## config.mk

```make
export PLATFORM = sky130hd
export DESIGN_NAME = q_shift_reg
export DESIGN_NICKNAME = d
export VERILOG_FILES = /design/src/rtl/q_shift_reg.sv
export SDC_FILE = /design/constraint.sdc
export NUM_CORES = 1
export LEC_CHECK = 0
export CORE_ASPECT_RATIO = 0.7
export CORE_UTILIZATION = 28
export DETAILED_ROUTE_END_ITERATION = 12
export GPL_TIMING_DRIVEN = 0
export RECOVER_POWER = 50
export SLEW_MARGIN = 20
export SYNTH_ARGS = -nofsm -noshare
export SYNTH_HDL_FRONTEND = slang
export SYNTH_SLANG_ARGS = --single-unit
```

## constraint.sdc

```tcl
create_clock -name clk -period 3.6 [get_ports clk]
set_clock_uncertainty 0.05 [all_clocks]
set_input_delay 0.72 -clock clk [delete_from_list [all_inputs] [get_ports clk]]
set_output_delay 0.72 -clock clk [all_outputs]
set_load 0.1 [all_outputs]
```

## src/rtl/q_shift_reg.sv

```systemverilog
// Q register for the sequential multiplier/divider: load, Booth right shift, divider left shift.
// Optional macro QREG_ROTATE_EN turns the left shift into a left rotate (sin ignored on shl).
module q_shift_reg #(
    parameter int               WIDTH     = 8,
    parameter logic [WIDTH-1:0] RESET_VAL = '0,
    parameter int               CNT_W     = $clog2(WIDTH + 1)
) (
    input  logic             clk,
    input  logic             rst,
    input  logic             ldp,
    input  logic [WIDTH-1:0] din,
    input  logic             shr,
    input  logic             shl,
    input  logic             sin,
    output logic [WIDTH-1:0] qout,
    output logic             q_m1,
    output logic [CNT_W-1:0] cnt,
    output logic             done
);

    localparam logic [CNT_W-1:0] CNT_MAX = CNT_W'(WIDTH);

    logic [WIDTH-1:0] qout_d;
    logic             q_m1_d;
    logic [CNT_W-1:0] cnt_d;
    logic             lsb_in;

`ifdef QREG_ROTATE_EN
    assign lsb_in = qout[WIDTH-1];
`else
    assign lsb_in = sin;
`endif

    assign done = (cnt == CNT_MAX);

    // Shift strobes are dropped once done so cnt saturates at WIDTH.
    always_comb begin
        qout_d = qout;
        q_m1_d = q_m1;
        cnt_d  = cnt;
        if (ldp) begin
            qout_d = din;
            q_m1_d = 1'b0;
            cnt_d  = '0;
        end else if (shr && !done) begin
            qout_d = {sin, qout[WIDTH-1:1]};
            q_m1_d = qout[0];
            cnt_d  = cnt + 1'b1;
        end else if (shl && !done) begin
            qout_d = {qout[WIDTH-2:0], lsb_in};
            cnt_d  = cnt + 1'b1;
        end
    end

    always_ff @(posedge clk) begin
        if (!rst) begin
            qout <= RESET_VAL;
            q_m1 <= 1'b0;
            cnt  <= '0;
        end else begin
            qout <= qout_d;
            q_m1 <= q_m1_d;
            cnt  <= cnt_d;
        end
    end

endmodule

```

==> results of run 1 <==
routing by layer:
layer	vias to the layer above	global-route usage	part of all wire
li1	411	-	-
met1	357	0.194	0.52
met2	27	0.220	0.40
met3	2	0.0548	0.063
met4	0	0.0638	0.010
met5	-	0	0
area by class of cell:
type	count	share of cell area
clock buffer	4	0.0386
multi-input combinational	78	0.429
inverter	3	0.00965
tap	36	0.0386
sequential	13	0.223
timing repair buffer	25	0.214
buffer	7	0.0472
tightest hold or removal path: cells and delay by family (launching register included):
family,cells,cell delay [ps]
flops,1,310
compound gates,1,50
simple gates,1,50
metrics by stage:
stage / area (um^2) / total power (W) / hold slack, ps / worst slack (ps) / utilization
after floorplan: 828 / 0.000269 / 839 / 885 / -
after global placement: 1120 / 0.000308 / 399 / 883 / 0.401
after detailed placement: 1120 / 0.000310 / 407 / 876 / 0.401
after CTS: 1170 / 0.000440 / 415 / 607 / 0.417
after global routing: 1170 / 0.000458 / 439 / 546 / 0.417
final: 1170 / 0.000437 / 409 / 619 / 0.417
power by group through the flow:
stage | clock (W) | sequential [W] | combinational [W]
2_1_floorplan | 0 | 0.000225 | 0.0000443
3_3_place_gp | 0 | 0.000165 | 0.000143
3_5_place_dp | 0 | 0.000165 | 0.000144
4_1_cts | 0.000133 | 0.000162 | 0.000145
5_1_grt | 0.000143 | 0.000163 | 0.000153
6_report | 0.000131 | 0.000162 | 0.000144
registers in the layout, summed over array words and instances (netlist names):
name,cells
q_m1,1
qout,8
cnt,4
worst paths after layout:
path	cells after the start	to	start
setup / recovery	5	done	cnt[0]$_SDFFE_PP0P_
setup reg to reg	8	qout[7]$_SDFFE_PN0P_	cnt[0]$_SDFFE_PP0P_
hold / removal	2	q_m1$_SDFFE_PP0P_	q_m1$_SDFFE_PP0P_
hold reg to reg	2	q_m1$_SDFFE_PP0P_	q_m1$_SDFFE_PP0P_
placed cells by master (no fill, tap or decap), drive strengths merged:
cell,netlist,final
nand2,10,10
o211ai,1,1
nor2,13,13
mux2i,1,1
nand3b,1,1
or2b,6,6
o2111ai,1,1
a21oi,17,17
inv,3,3
clkdlybuf4s50,0,24
buf,6,5
ha,2,2
nor3,1,1
xor2,2,2
dfxtp,13,13
nand2b,3,3
o22ai,8,8
o21ai,1,1
nor4bb,1,1
xnor2,1,1
dlygate4sd3,0,1
clkbuf,1,6
nand3,9,9
logic make-up (layout without fill, tap and decap cells):
group                    Yosys count  in the layout
AND/OR/NAND/NOR                   44             44
AO/OA/AOI/OAI                     28             28
flip-flops                        13             13
buffers and inverters             10             39
XOR/XNOR                           3              3
adder cells (fa/ha/maj)            2              2
multiplexers                       1              1
==> results.md, run 1 <==
* **estimated wirelength of the detail-placed design** 1510 um
* **count of flip-flops with a built-in enable after synthesis** 0
* **hold_buf cts** 0
* **pin slew with the least headroom to its limit** 972 ps
* **cell occurring most often along the worst timing path** inv_1
* **sequential cell area** 260 um^2
* **predominant post-synthesis flop cell** dfxtp_1
* **main area contributors after synthesis** dfxtp_1 31%, a21oi_1 10%, nor2_1 5.4%
* **share of the synthesized area in the top cell type** 0.314
* **dominant combinational cell family by area after synthesis** simple AND/OR/NAND/NOR gates
* **Yosys warning count** 0
* **clock sink count** 13
* **via density per instance** 4.80
* **Reg power frac** 0.371
* **power density over cell area** 374 mW/mm^2
* **critical path type** reg2out
* **Max Root-Sink Buffers** 2
* **Nets** 147
* **detailed-route wire length** 2050 um
* **post-synthesis share of cell area spent on xor and xnor gates** 0.0317
* **Clk pin slew, worst setup/hold paths** 50 ps
* **share of layout cells above drive strength 1** 0.115
* **cts bufs inserted** 3
* **pin count of the biggest net entering global routing** 11
* **longest individual stage delay on the worst path** 1120 ps
* **Max Clock Freq** 335 MHz
* **instance count after placement with tap cells included** 162
* **number of filler cells placed in the layout** 286
* **num ports** 28
* **worst min-delay path category** reg2reg
* **post-detailed-route DRC marker count** 0
* **Bufs and invs on worst path** 3
* **count of unique library cells instantiated by Yosys** 26
* **Avg Synthesized Cell Area** 8.20 um^2
* **number of max-cap violations** 0
* **crit path DAT** 2210 ps
* **area used by multi-input combinational logic** 500 um^2
* **Yosys top cell by area** dfxtp_1
* **register-to-register setup slack** 1930 ps
* **number of nets with antenna violations after detailed routing** 0
* **Detailed Routing Iterations Pass 1** 4
* **relative area change from synthesis to final layout** 40.9%
* **Post-Route Setup TNS** 0 ps
* **Comb power frac** 0.330
* **fraction of synthesized area in multiplexers** 0.0121
* **post-synthesis share of cell area spent on and, or, nand and nor gates** 0.326
* **Final Setup Violations** 0
* **proportion of total power due to net switching** 0.364
* **Iteration-0 DRC Markers** 19
* **H-tree depth** 1
* **initial cell density of the core** 0.296
* **global-route wire length before repair** 3310 um
* **remaining global-route overflow** 0
* **setup bufs post-CTS** 0
* **cells along the critical path** inv_1 -> ha_1 -> nand3b_1 -> inv_1 -> clkdlybuf4s50_1
* **minimum period implied by the final worst setup slack** 2980 ps
* **required time at the worst-slack endpoint** 2830 ps
* **initial antenna violation count** 0
* **routability congestion estimate** 0.798
* **type of origin of the critical path** register
* **post-synthesis compound-gate area fraction** 0.204
* **net switching power** 0.000159 W
* **number of rows in the core area** 16
* **family with the most delay on the worst path** buffers and inverters
* **clock root buffer master** clkbuf_8
* **core box area** 0.00280 mm^2
* **outcome** finished clean
* **buffers added on ports** 25
* **largest voltage drop on the vdd net** 0.211 mV
* **die outline height** 47.5 um
* **Resized cells post-CTS** 0
* **vias in the first global route** 711
* **proportion of synthesized flip-flops having asynchronous set or reset** 0
* **crit share post-route** 0.828
* **clock network latency to the later pin of the worst-skew pair** 250 ps
* **Mapped Area** 828 um^2
* **unrepaired setup endpoints after global routing** false
* **clock network power share** 0.299
* **fraction of the yosys area taken by sequential cells** 0.314
* **relative slew slack** 0.350
* **global routing usage summed across all routing layers** 0.148
* **filler-free cell count of the finished design** 166
* **Max FO, Critical Path** 5
* **final hold vios** 0
* **most frequently used cell type in the post-synthesis netlist** a21oi_1
* **TritonCTS clock tree** yes
* **Int Pwr** 0.000278 W
* **sort of element at the end of the critical path** output port
* **Routed WL per cell** 12.3 um
* **chip width** 67.0 um
* **via total after detailed routing** 797
* **diode count** 0
* **CP max stage cell** clkdlybuf4s50_1
* **total die area** 0.00318 mm^2
* **Post-Synthesis Cells** 101
* **number of register bits inferred by synthesis** 13
* **most frequent cells after synthesis** 17 x a21oi_1, 13 x dfxtp_1, 12 x nor2_1
* **leakage** 0.446 nW
* **Post-Synthesis Net Count** 117
* **post-synthesis share of cell area spent on full adders, half adders and majority gates** 0.0302
* **pins over their slew limit** 0
(Power assumes the default switching activity.)
==> run 2, diff against run 1 <==
clock period = 2.6 ns   (was 3.6 ns; I/O delays follow)
==> results.md, run 2 (synthesis gave the netlist of run 1 again) <==
* **setup bufs post-CTS** 0, unchanged
* **top library cells by usage in the layout, fill and taps aside** 23 x clkdlybuf4s50_1, 17 x a21oi_1, 13 x dfxtp_1, 12 x nor2_1, 10 x nand2_1, was 24 x clkdlybuf4s50_1, 17 x a21oi_1, 13 x dfxtp_1, 12 x nor2_1, 10 x nand2_1
* **required time at the worst-slack endpoint** 2030 ps, was 2830 ps
* **Comb power frac** 0.330, about the same
* **clock network power share** 0.299, about the same
* **hold_buf cts** 0, unchanged
* **global-route wire length before repair** 3330 um, was 3310 um
* **vias in the first global route** 717, was 711
* **initial cell density of the core** 0.296, unchanged
* **register bank with the most flops** qout, unchanged
* **Reg power frac** 0.371, about the same
* **net switching power** 0.000221 W, was 0.000159 W
* **leakage** 0.451 nW, was 0.446 nW
* **worst min-delay path category** reg2reg, unchanged
* **Bufs and invs on worst path** 3, unchanged
* **pin count of the biggest net entering global routing** 11, unchanged
* **core box area** 0.00280 mm^2, unchanged
* **number of nets with antenna violations after detailed routing** 0, unchanged
* **num ports** 28, unchanged
* **relative area change from synthesis to final layout** 40.8%, was 40.9%
* **Max Clock Freq** 400 MHz
* **Int Pwr** 0.000385 W, was 0.000278 W
* **clock root buffer master** clkbuf_8, unchanged
* **global routing usage summed across all routing layers** 0.149, was 0.148
* **number of flip-flops in the largest register** 8, unchanged
* **die outline height** 47.5 um, unchanged
* **relative slew slack** 0.350, unchanged
* **Max FO, Critical Path** 5, unchanged
* **share of layout cells above drive strength 1** 0.115, unchanged
* **unrepaired setup endpoints after global routing** false, unchanged
* **type of origin of the critical path** register, unchanged
* **buffers added on ports** 25, unchanged
* **registers with the highest flip-flop counts** qout: 8 flops, cnt: 4 flops, q_m1: 1 flops, unchanged
* **largest voltage drop on the vdd net** 0.292 mV, was 0.211 mV
* **crit share post-route** 0.961
* **chip width** 67.0 um, unchanged
* **Post-Route Setup TNS** 0 ps, unchanged
* **path depth of the worst reg2reg path** 8, unchanged
* **clock sink count** 13, unchanged
* **power density over cell area** 519 mW/mm^2, was 374 mW/mm^2
* **family with the most delay on the worst path** buffers and inverters, unchanged
* **cells along the critical path** inv_1 -> ha_1 -> nand3b_1 -> inv_1 -> dlygate4sd2_1, was inv_1 -> ha_1 -> nand3b_1 -> inv_1 -> clkdlybuf4s50_1
* **initial antenna violation count** 0, unchanged
* **worst hold slack** 409 ps, unchanged
* **remaining global-route overflow** 0, unchanged
* **sort of element at the end of the critical path** output port, unchanged
* **number of filler cells placed in the layout** 287, was 286
* **Hold Path Stages** 2, unchanged
* **area used by multi-input combinational logic** 500 um^2, unchanged
* **estimated wirelength of the detail-placed design** 1510 um, unchanged
* **Detailed Routing Iterations Pass 1** 4, unchanged
* **via total after detailed routing** 797, unchanged
* **number of rows in the core area** 16, unchanged
* **routability congestion estimate** 0.798, unchanged
* **diode count** 0, unchanged
* **clock network latency to the later pin of the worst-skew pair** 250 ps, about the same
* **minimum period implied by the final worst setup slack** 2500 ps
* **pins over their slew limit** 0, unchanged
* **sequential cell area** 260 um^2, unchanged
* **commonest non-fill, non-tap cell in the layout** clkdlybuf4s50_1, unchanged
* **detailed-route wire length** 2040 um, was 2050 um
* **critical path type** reg2out, unchanged
* **Clk pin slew, worst setup/hold paths** 50 ps, about the same
* **Iteration-0 DRC Markers** 19, unchanged
* **outcome** finished clean, unchanged
* **via density per instance** 4.80, unchanged
* **proportion of total power due to net switching** 0.364, about the same
* **Max Root-Sink Buffers** 2, unchanged
* **cell occurring most often along the worst timing path** inv_1, unchanged
* **pin slew with the least headroom to its limit** 972 ps, unchanged
* **CP max stage cell** dlygate4sd2_1, was clkdlybuf4s50_1
* **final hold vios** 0, unchanged
* **Nets** 147, unchanged
* **post-detailed-route DRC marker count** 0, unchanged
* **cts bufs inserted** 3, unchanged
* **crit path DAT** 1930 ps, was 2210 ps
* **Routed WL per cell** 12.3 um, about the same
* **H-tree depth** 1, unchanged
* **TritonCTS clock tree** yes, unchanged
* **Stages on worst setup path** 5, unchanged
* **number of max-cap violations** 0, unchanged
* **total die area** 0.00318 mm^2, unchanged
* **Final Setup Violations** 0, unchanged
* **longest individual stage delay on the worst path** 850 ps, was 1120 ps
==> run 2: cell count changes in the layout (fill, tap and decap cells not counted), sizes merged <==
cell / before / now
dlygate4sd2: 0 / 1
clkdlybuf4s50: 24 / 23
==> run 2: cell type report <==
| class | count | area share |
|---|---|---|
| tap | 36 | 0.0386 |
| inverter | 3 | 0.00966 |
| clock buffer | 4 | 0.0386 |
| buffer | 7 | 0.0472 |
| multi-input combinational | 78 | 0.429 |
| sequential | 13 | 0.223 |
| timing repair buffer | 25 | 0.214 |
==> run 2: final timing paths <==
path                  startpoint              endpoint  slack (ps)
max          cnt[0]$_SDFFE_PP0P_                  done         100
min            q_m1$_SDFFE_PP0P_     q_m1$_SDFFE_PP0P_         410
max reg2reg  cnt[0]$_SDFFE_PP0P_  qout[7]$_SDFFE_PN0P_         930
min reg2reg    q_m1$_SDFFE_PP0P_     q_m1$_SDFFE_PP0P_         410
==> run 2: routing by layer <==
metal  share of wire  track usage  up-vias  wire length (um)
met3           0.063       0.0548        2               129
met1            0.52        0.194      357              1070
met5               0            0        -                 0
met4           0.010       0.0638        0                21
met2            0.40        0.222       27               821
li1                -            -      411                 -
==> run 2: stage by stage <==
step | power [W] | worst slack (ps) | cell area, um^2 | instances | utilization
floorplan | 0.000372 | 85.3 | 828 | 101 | -
global placement | 0.000426 | 82.7 | 1120 | 162 | 0.401
detailed placement | 0.000429 | 76.2 | 1120 | 162 | 0.401
CTS | 0.000609 | 90.2 | 1170 | 166 | 0.417
global route | 0.000635 | 20.0 | 1170 | 166 | 0.416
finish | 0.000605 | 102 | 1170 | 166 | 0.416
==> run 2: repair_timing <==
item,CTS,global route
gates resized for setup,1,0
setup endpoints to repair,1,0
hold endpoints to repair,0,0
==> run 2: worst min-delay path, delay by kind of cell (launching register included) <==
family,cells,cell delay [ps]
flip-flops,1,310
AND/OR/NAND/NOR,1,50
AO/OA/AOI/OAI,1,50
==> run 2: power groups by stage <==
stage,logic (W),registers [W],clock network (W)
after global placement,0.000198,0.000228,0
after detailed placement,0.000200,0.000229,0
after floorplan,0.0000613,0.000311,0
after CTS,0.000201,0.000224,0.000184
final,0.000200,0.000225,0.000181
after global routing,0.000211,0.000226,0.000198
